$ cat src/rtl/mem_port_arbiter.sv
// mem_port_arbiter
// Shares one single-port synchronous RAM between instruction fetch (IF) and
// the MEM stage (loads/stores). Data requests win by default. A starvation
// counter forces an IF grant after STARVE_MAX consecutive data grants made
// while fetch was waiting. Each access is sequenced IDLE -> ISSUE ->
// (WAIT) -> RESP.
//
// Ports:
//   clk_i, rst_ni                  clock, async active-low reset
//   if_req_i/if_addr_i/if_flush_i  fetch request, address, branch flush
//   if_valid_o/if_rdata_o          fetch response pulse and data
//   if_stall_o                     freeze PC/IF (combinational)
//   mem_rd_req_i/mem_wr_req_i      load / store requests (level)
//   mem_addr_i/mem_wdata_i         load/store address and store data
//   mem_valid_o/mem_rdata_o        load data valid or store done, load data
//   mem_stall_o                    freeze whole pipeline (combinational)
//   ram_en_o/ram_we_o/ram_addr_o/ram_wdata_o/ram_rdata_i  RAM port
module mem_port_arbiter #(
  parameter int unsigned ADDR_W     = 8,
  parameter int unsigned DATA_W     = 8,
  parameter int unsigned MEM_LAT    = 1,
  parameter int unsigned STARVE_MAX = 4
) (
  input  logic              clk_i,
  input  logic              rst_ni,
  input  logic              if_req_i,
  input  logic [ADDR_W-1:0] if_addr_i,
  input  logic              if_flush_i,
  output logic              if_valid_o,
  output logic [DATA_W-1:0] if_rdata_o,
  output logic              if_stall_o,
  input  logic              mem_rd_req_i,
  input  logic              mem_wr_req_i,
  input  logic [ADDR_W-1:0] mem_addr_i,
  input  logic [DATA_W-1:0] mem_wdata_i,
  output logic              mem_valid_o,
  output logic [DATA_W-1:0] mem_rdata_o,
  output logic              mem_stall_o,
  output logic              ram_en_o,
  output logic              ram_we_o,
  output logic [ADDR_W-1:0] ram_addr_o,
  output logic [DATA_W-1:0] ram_wdata_o,
  input  logic [DATA_W-1:0] ram_rdata_i
);

  typedef enum logic [1:0] {S_IDLE, S_ISSUE, S_WAIT, S_RESP} state_e;

  localparam logic [3:0] STARVE_LIM = 4'(STARVE_MAX);
  localparam logic [1:0] LAT_INIT   = 2'(MEM_LAT);

  state_e            state_q, state_d;
  logic              owner_mem_q, owner_mem_d;  // 1: MEM owns the access, 0: IF
  logic              op_wr_q, op_wr_d;          // 1: write, 0: read
  logic [1:0]        lat_q, lat_d;
  logic [3:0]        starve_q, starve_d;
  logic              discard_q, discard_d;
  logic              if_valid_q, if_valid_d;
  logic              mem_valid_q, mem_valid_d;
  logic [DATA_W-1:0] if_rdata_q, if_rdata_d;
  logic [DATA_W-1:0] mem_rdata_q, mem_rdata_d;
  logic              ram_en_q, ram_en_d;
  logic              ram_we_q, ram_we_d;
  logic [ADDR_W-1:0] ram_addr_q, ram_addr_d;
  logic [DATA_W-1:0] ram_wdata_q, ram_wdata_d;

  logic mem_any_s;
  logic grant_if_s;
  logic discard_now_s;

  assign mem_any_s  = mem_rd_req_i | mem_wr_req_i;
  assign grant_if_s = if_req_i & (~mem_any_s | (starve_q == STARVE_LIM));
  // A flush seen in the same cycle as the capture must already suppress it.
  assign discard_now_s = discard_q | (if_flush_i & ~owner_mem_q);

  // Next-state and registered-output logic of the access sequencer.
  always_comb begin
    state_d     = state_q;
    owner_mem_d = owner_mem_q;
    op_wr_d     = op_wr_q;
    lat_d       = lat_q;
    starve_d    = starve_q;
    discard_d   = discard_q;
    if_valid_d  = 1'b0;
    mem_valid_d = 1'b0;
    if_rdata_d  = if_rdata_q;
    mem_rdata_d = mem_rdata_q;
    ram_en_d    = 1'b0;
    ram_we_d    = 1'b0;
    ram_addr_d  = ram_addr_q;
    ram_wdata_d = '0;
    case (state_q)
      S_IDLE: begin
        discard_d = 1'b0;
        if (grant_if_s) begin
          owner_mem_d = 1'b0;
          op_wr_d     = 1'b0;
          starve_d    = 4'd0;
          ram_en_d    = 1'b1;
          ram_addr_d  = if_addr_i;
          state_d     = S_ISSUE;
        end else if (mem_any_s) begin
          owner_mem_d = 1'b1;
          op_wr_d     = mem_wr_req_i;
          ram_en_d    = 1'b1;
          ram_we_d    = mem_wr_req_i;
          ram_addr_d  = mem_addr_i;
          ram_wdata_d = mem_wdata_i;
          state_d     = S_ISSUE;
          // Count only grants that made a waiting fetch wait longer.
          if (if_req_i) begin
            starve_d = (starve_q == STARVE_LIM) ? starve_q : starve_q + 4'd1;
          end else begin
            starve_d = 4'd0;
          end
        end else begin
          state_d = S_IDLE;
        end
      end
      S_ISSUE: begin
        discard_d = discard_now_s;
        if (op_wr_q) begin
          mem_valid_d = 1'b1;
          state_d     = S_RESP;
        end else begin
          lat_d   = LAT_INIT;
          state_d = S_WAIT;
        end
      end
      S_WAIT: begin
        discard_d = discard_now_s;
        lat_d     = lat_q - 2'd1;
        if (lat_q <= 2'd1) begin
          state_d = S_RESP;
          if (owner_mem_q) begin
            mem_valid_d = 1'b1;
            mem_rdata_d = ram_rdata_i;
          end else if (!discard_now_s) begin
            if_valid_d = 1'b1;
            if_rdata_d = ram_rdata_i;
          end else begin
            if_valid_d = 1'b0;
          end
        end else begin
          state_d = S_WAIT;
        end
      end
      S_RESP: begin
        discard_d = 1'b0;
        state_d   = S_IDLE;
      end
      default: begin
        discard_d = 1'b0;
        state_d   = S_IDLE;
      end
    endcase
  end

  // State and output registers; reset clears every output at once.
  always_ff @(posedge clk_i or negedge rst_ni) begin
    if (!rst_ni) begin
      state_q     <= S_IDLE;
      owner_mem_q <= 1'b0;
      op_wr_q     <= 1'b0;
      lat_q       <= 2'd0;
      starve_q    <= 4'd0;
      discard_q   <= 1'b0;
      if_valid_q  <= 1'b0;
      mem_valid_q <= 1'b0;
      if_rdata_q  <= '0;
      mem_rdata_q <= '0;
      ram_en_q    <= 1'b0;
      ram_we_q    <= 1'b0;
      ram_addr_q  <= '0;
      ram_wdata_q <= '0;
    end else begin
      state_q     <= state_d;
      owner_mem_q <= owner_mem_d;
      op_wr_q     <= op_wr_d;
      lat_q       <= lat_d;
      starve_q    <= starve_d;
      discard_q   <= discard_d;
      if_valid_q  <= if_valid_d;
      mem_valid_q <= mem_valid_d;
      if_rdata_q  <= if_rdata_d;
      mem_rdata_q <= mem_rdata_d;
      ram_en_q    <= ram_en_d;
      ram_we_q    <= ram_we_d;
      ram_addr_q  <= ram_addr_d;
      ram_wdata_q <= ram_wdata_d;
    end
  end

  assign if_valid_o  = if_valid_q;
  assign if_rdata_o  = if_rdata_q;
  assign mem_valid_o = mem_valid_q;
  assign mem_rdata_o = mem_rdata_q;
  assign ram_en_o    = ram_en_q;
  assign ram_we_o    = ram_we_q;
  assign ram_addr_o  = ram_addr_q;
  assign ram_wdata_o = ram_wdata_q;
  assign if_stall_o  = if_req_i & ~if_valid_q;
  assign mem_stall_o = (mem_rd_req_i | mem_wr_req_i) & ~mem_valid_q;

endmodule

$ cat config.mk
export PLATFORM = sky130hd
export DESIGN_NAME = mem_port_arbiter
export DESIGN_NICKNAME = d
export VERILOG_FILES = /design/src/rtl/mem_port_arbiter.sv
export SDC_FILE = /design/constraint.sdc
export NUM_CORES = 1
export LEC_CHECK = 0
export CAP_MARGIN = 20
export CORE_ASPECT_RATIO = 1.5
export CORE_UTILIZATION = 44
export DETAILED_ROUTE_END_ITERATION = 10
export PLACE_DENSITY = 0.79
export SYNTH_ARGS = -nofsm -noshare
export SYNTH_HDL_FRONTEND = slang
export SYNTH_SLANG_ARGS = --single-unit
$ cat constraint.sdc
create_clock -name clk_i -period 2.2 [get_ports clk_i]
set_clock_uncertainty 0.15 [all_clocks]
set_input_delay 0.44 -clock clk_i [delete_from_list [all_inputs] [get_ports clk_i]]
set_output_delay 0.44 -clock clk_i [all_outputs]
set_load 0.01 [all_outputs]
==> results of run 1 <==
-- layer usage --
| layer | track usage (%) | vias up | routed length [µm] | share of wire, % |
|---|---|---|---|---|
| met3 | 6.269 | 5 | 342 | 7.7 |
| met4 | 5.844 | 0 | 54 | 1.2 |
| li1 | - | 748 | - | - |
| met2 | 33.02 | 70 | 2228 | 50 |
| met1 | 21.65 | 747 | 1815 | 41 |
| met5 | 0 | - | 0 | 0 |
-- synth_stat cells, drive strengths merged (2+ instances only) --
| cell type | count |
|---|---|
| dfrtp | 47 |
| mux2 | 17 |
| nor2 | 13 |
| nand3 | 11 |
| a31oi | 8 |
| and2 | 8 |
| inv | 8 |
| o211ai | 8 |
| ha | 6 |
| buf | 5 |
| nor2b | 3 |
| a21boi | 2 |
| a21o | 2 |
| a21oi | 2 |
| a22o | 2 |
| and3b | 2 |
| nor3 | 2 |
| o21ai | 2 |
| o31ai | 2 |
-- final timing paths --
check                                        start  slack (ns)                    endpoint  cells past startpoint
setup / recovery                          if_req_i        0.04                  if_stall_o                      3
hold / removal                 op_wr_q$_DFFE_PN0P_        0.34         op_wr_q$_DFFE_PN0P_                      1
setup reg to reg           starve_q[0]$_DFFE_PN0P_        0.41     starve_q[0]$_DFFE_PN0P_                      5
hold reg to reg                op_wr_q$_DFFE_PN0P_        0.34         op_wr_q$_DFFE_PN0P_                      1
max in group asynchronous                   rst_ni        0.86  mem_rdata_o[2]$_DFFE_PN0P_                      3
min in group asynchronous                   rst_ni        0.52   ram_addr_o[4]$_DFFE_PN0P_                      2
-- logic make-up after synthesis --
logic type | Yosys count
flip-flops | 47
AND/OR/NAND/NOR | 46
adder cells (fa/ha/maj) | 6
buffers and inverters | 13
AO/OA/AOI/OAI | 31
multiplexers | 17
-- worst max-delay path, stage by stage --
cell and delay [ns]:
clkdlybuf4s50_1 0.47, nor2b_1 0.13, clkdlybuf4s50_1 0.53
-- sequential cells by signal (all words and copies together), names as in the netlist --
signal       flops
if_rdata_o       8
mem_rdata_o      8
ram_addr_o       8
ram_wdata_o      8
starve_q         4
lat_q            2
state_q          2
discard_q        1
if_valid_o       1
mem_valid_o      1
op_wr_q          1
owner_mem_q      1
ram_en_o         1
ram_we_o         1
-- final cells by class --
class                      instances  area [µm²]  area share, %
sequential                        47        1176          38.41
clock inverter                     1       7.507         0.2452
clock buffer                       7       96.34          3.147
tap                               64       80.08          2.615
timing repair buffer              85       834.6          27.26
multi-input combinational        100       834.6          27.26
inverter                           8       32.53          1.063
-- placed cells by master, fill, tap and decap left out, types with 2 or more instances in the layout --
master,instances
and3b_1,2
o211ai_1,8
o21ai_0,2
nor2b_1,3
a31oi_2,8
nor2_1,11
buf_4,8
nor2_2,2
clkdlybuf4s50_1,73
mux2_2,17
nand3_1,9
clkbuf_8,7
dfrtp_1,47
inv_1,7
ha_1,6
a22o_1,2
a21boi_0,2
a21oi_1,2
a21o_1,2
nand3_2,2
and2_1,8
-- report_power, final --
part	switching (µW)	internal, µW
registers	192	1230
clock network	281	286
logic	732	987
total	1200	2500
-- repair_timing --
action | 4_1_cts | 5_1_grt
gates resized for setup | 1 | 0
hold endpoints to repair | 22 | 0
endpoints found under the setup margin | 1 | 0
hold buffers | 1 | 0
-- per-stage QoR --
stage / worst slack (ns) / TNS [ns] / cell area, µm² / power, µW
3_5_place_dp: -0.04701 / -0.04701 / 2949 / 3177
4_1_cts: 0.03044 / 0 / 3062 / 3762
2_1_floorplan: 0.5975 / 0 / 2087 / 2343
5_1_grt: 0.007815 / 0 / 3062 / 3945
6_report: 0.04002 / 0 / 3062 / 3706
3_3_place_gp: 0.01226 / 0 / 2949 / 3124
==> results.yml, run 1 <==
run_status:
  outcome: "finished clean"
global_routing:
  grt_antenna_before_repair: 0
  grt-ovfl-total: 0
  grt_pass1_vias: 1590
  grt.total_usage_pct: 18.93
  grt_max_degree: 26
  grt_first_pass_wirelength_mm: 7.210
clocking:
  htreeDepth: 2
  cts_buffers: 5
  post_cts_buffers: 0
  clk_pin_slew_ns: 0.08
  clock_sinks: 47
  clk_path_buf_depth: 2
  root_buffer: "clkbuf_8"
  insertion_delay_ns: 0.29
  tritoncts: "done"
placed_design:
  routabilityCongestion: 0.7462
  dpl.hpwl_mm: 3.369
  port_buffers: 75
  dp.cells: 303
synth:
  synth_top_family_by_area: "simple AND/OR/NAND/NOR gates"
  synth_area_mm2: 0.002087
  synth.area.mux_share_pct: 9.173
  synth.top_cell.area_share_pct: 56.35
  synth_adder_area_share_pct: 3.597
  yosysUniqueCellTypes: 35
  synth_edf_count: 0
  synth-warning-count: 0
  yosys.area_share.simple_pct: 13.67
  ys_seq_area_share_pct: 56.35
  netlist_instances: 160
  synth_area_leader_cell: "dfrtp_1"
  syn_nets: 204
  ys.flop_type: "dfrtp_1"
  syn_area_per_cell_um2: 13.04
  ys_seq_elements: 47
  synth_xor_xnor_area_share_pct: 0
  ys_async_sr_fraction_pct: 100.0
  synth-compound-area-share_pct: 13.55
  yosys-top-cells-area: "dfrtp_1, mux2_2, a31oi_2"
die:
  die_w_um: 58.23
  dieArea_mm2: 0.005028
  start_util_pct: 45.95
  core_mm2: 0.004542
  die_h_um: 86.35
  top_level_ports: 76
  fp-row-count: 30
power:
  power.leakage_uw: 0.001343
  pwr_density_cell_mw_per_mm2: 1210
  vdd_drop_max_uv: 903.9
setup_path:
  required_ns: 1.61
  critPathLaunchType: "input port"
  end_kind: "output pin"
  cp.arrival_ns: 1.57
  worstSetupPathType: "input port to output pin"
  crit_fanout: 2
timing:
  hold_viol: 0
  hold_slack_ns: 0.3379
  report.final.slew_viol_count: 0
  max_slew_margin_pct: 61.78
  period_share_pct: 98.18
  max_freq_ghz: 0.4630
  rsz0062_at_grt: "no"
  finalSetupViolCount: 0
  fin_crit_ns: 2.160
  worstMarginPinSlew_ns: 0.5733
detailed_routing:
  via_count: 1570
  wl_mm: 4.441
  drt-wirelength-per-cell_um: 14.23
  firstDrtPassIters: 4
  route.detailed.drc: 0
  drtIter0Drc: 61
  drtAntennaViolNets: 0
  via_per_inst: 5.032
job:
  maxCapViolations: 0
final_layout:
  instances_no_fill: 312
  antenna_cells: 0
  post-route-util_pct: 67.41
  syn_to_final_growth_pct: 46.70
  drive_above_1_share_pct: 20.56
  fin_nets: 291
  n_fill_cell: 379
hold_path:
  hold_class: "flip-flop to flip-flop"
Power figures use the tool's default switching activity.
==> run 2, diff against run 1 <==
--- a/config.mk
+++ b/config.mk
@@ -7,9 +7,12 @@
 export LEC_CHECK = 0
 export CAP_MARGIN = 20
 export CORE_ASPECT_RATIO = 1.5
+export CORE_MARGIN = 4
 export CORE_UTILIZATION = 44
+export CTS_CLUSTER_SIZE = 30
 export DETAILED_ROUTE_END_ITERATION = 10
 export PLACE_DENSITY = 0.79
+export SLEW_MARGIN = 0
 export SYNTH_ARGS = -nofsm -noshare
 export SYNTH_HDL_FRONTEND = slang
 export SYNTH_SLANG_ARGS = --single-unit
==> run 2 against run 1 <==
Combinational power hardly changed. Die area is 18% higher. Global-route usage is 2.7 points lower. First-iteration DRC count is 43% lower. Register-to-register slack hardly changed. Critical endpoint is now mem_stall_o. Final cell count stayed put. Critical path depth is 1 higher. Maximum frequency is 11% higher. Critical path type unchanged. Wire length is 2.2% higher. Sequential share of layout area is 0.25 points higher. Count of clock-buffer cells in the layout stayed put.
==> results.yml, run 2 (same netlist as run 1, synthesis figures left out) <==
run_status:
  outcome: "finished clean"
clocking:
  htreeDepth: 2
  root_buffer: "clkbuf_8"
  insertion_delay_ns: 0.29
  tritoncts: "done"
  cts_buffers: 5
  clk_path_buf_depth: 2
  post_cts_buffers: 0
  clk_pin_slew_ns: 0.08
  clock_sinks: 47
timing:
  period_share_pct: 88.37
  worstMarginPinSlew_ns: 0.5347
  fin_crit_ns: 1.944
  setup_tns_ns: 0
  max_slew_margin_pct: 64.35
  rsz0062_at_grt: "no"
  max_freq_ghz: 0.5143
  hold_viol: 0
  finalSetupViolCount: 0
  report.final.slew_viol_count: 0
  hold_slack_ns: 0.3354
final_layout:
  mostFrequentLayoutCells: "clkdlybuf4s50_1, dfrtp_1, mux2_2"
  layout_commonest_cell: "clkdlybuf4s50_1"
  antenna_cells: 0
  multi_input_area_um2: 834.6
  instances_no_fill: 312
  seq_area_mm2: 0.001176
  syn_to_final_growth_pct: 45.74
  post-route-util_pct: 66.97
  fin_nets: 291
  n_fill_cell: 351
  drive_above_1_share_pct: 19.76
hold_path:
  hold_class: "flip-flop to flip-flop"
  hold_depth: 1
setup_path:
  r2r_slack_ns: 0.41
  required_ns: 1.61
  end_kind: "output pin"
  path_delay_family: "buffers and inverters"
  cp_slowest_cell: "clkdlybuf4s50_1"
  rr_worst_depth: 5
  cp.arrival_ns: 1.35
  crit_fanout: 2
  critPathBufInv: 2
  critPathLaunchType: "input port"
  worstPathCellList: "clkdlybuf4s50_1 > nor2_2 > nor2_1 > dlygate4sd2_1"
  max_stage_delay_ns: 0.44
  worstSetupPathType: "input port to output pin"
  path_depth: 4
detailed_routing:
  drt-wirelength-per-cell_um: 14.54
  wl_mm: 4.538
  firstDrtPassIters: 4
  drtAntennaViolNets: 0
  route.detailed.drc: 0
  via_count: 1529
  drtIter0Drc: 35
  via_per_inst: 4.901
global_routing:
  grt.total_usage_pct: 16.27
  grt_first_pass_wirelength_mm: 7.521
  grt_pass1_vias: 1646
  grt_antenna_before_repair: 0
  grt-ovfl-total: 0
  grt_max_degree: 27
die:
  die_w_um: 64.23
  fp-row-count: 30
  start_util_pct: 45.95
  core_mm2: 0.004542
  die_h_um: 92.35
  top_level_ports: 76
  dieArea_mm2: 0.005932
power:
  vdd_drop_max_uv: 816.4
  power.leakage_uw: 0.001344
  power_uw: 3628
  pwr_density_cell_mw_per_mm2: 1193
job:
  maxCapViolations: 0
placed_design:
  dp.cells: 303
  port_buffers: 75
  routabilityCongestion: 0.7557
  dpl.hpwl_mm: 3.477
## run 2: cell count changes in the layout (fill, tap and decap cells not counted), sizes merged
cell           change
clkdlybuf4s50      -1
clkinv             +1
clkinvlp           -1
dlymetal6s2s       +1
## run 2: metrics by stage
stage,instance area [µm²],setup slack (ns)
6_report,3042,0.2558
3_3_place_gp,2949,0.01436
5_1_grt,3042,0.2113
3_5_place_dp,2949,-0.01388
2_1_floorplan,2087,0.5975
4_1_cts,3039,0.008278
## run 2: routing by layer
layer | share of wire, % | vias to the layer above | global-route usage [%]
li1 | - | 745 | -
met1 | 42 | 704 | 19.03
met2 | 47 | 74 | 27.35
met3 | 9.9 | 6 | 6.432
met4 | 1.3 | 0 | 4.762
met5 | 0 | - | 0
## run 2: report_power, final
part / switching (µW) / internal [µW] / total, µW
clock network: 275 / 223 / 499
registers: 191 / 1230 / 1420
logic: 724 / 985 / 1710
## run 2: worst paths after layout
check,from,endpoint
setup / recovery,mem_rd_req_i,mem_stall_o
hold / removal,op_wr_q$_DFFE_PN0P_,op_wr_q$_DFFE_PN0P_
setup reg to reg,starve_q[0]$_DFFE_PN0P_,starve_q[0]$_DFFE_PN0P_
hold reg to reg,op_wr_q$_DFFE_PN0P_,op_wr_q$_DFFE_PN0P_
max in group asynchronous,rst_ni,discard_q$_DFF_PN0_
min in group asynchronous,rst_ni,ram_addr_o[1]$_DFFE_PN0P_
## run 2: final cells by class
| class | count | share of cell area (%) |
|---|---|---|
| Sequential cell | 47 | 38.67 |
| Clock buffer | 7 | 2.509 |
| Clock inverter | 1 | 0.1645 |
| Tap cell | 64 | 2.633 |
| Multi-Input combinational cell | 100 | 27.44 |
| Timing Repair Buffer | 85 | 27.52 |
| Inverter | 8 | 1.070 |
## run 2: what timing repair did
item	4_1_cts	5_1_grt
cloned	0	0
endpoints found under the setup margin	1	1
gates resized for setup	1	1
hold endpoints to repair	21	0
hold buffers	1	0
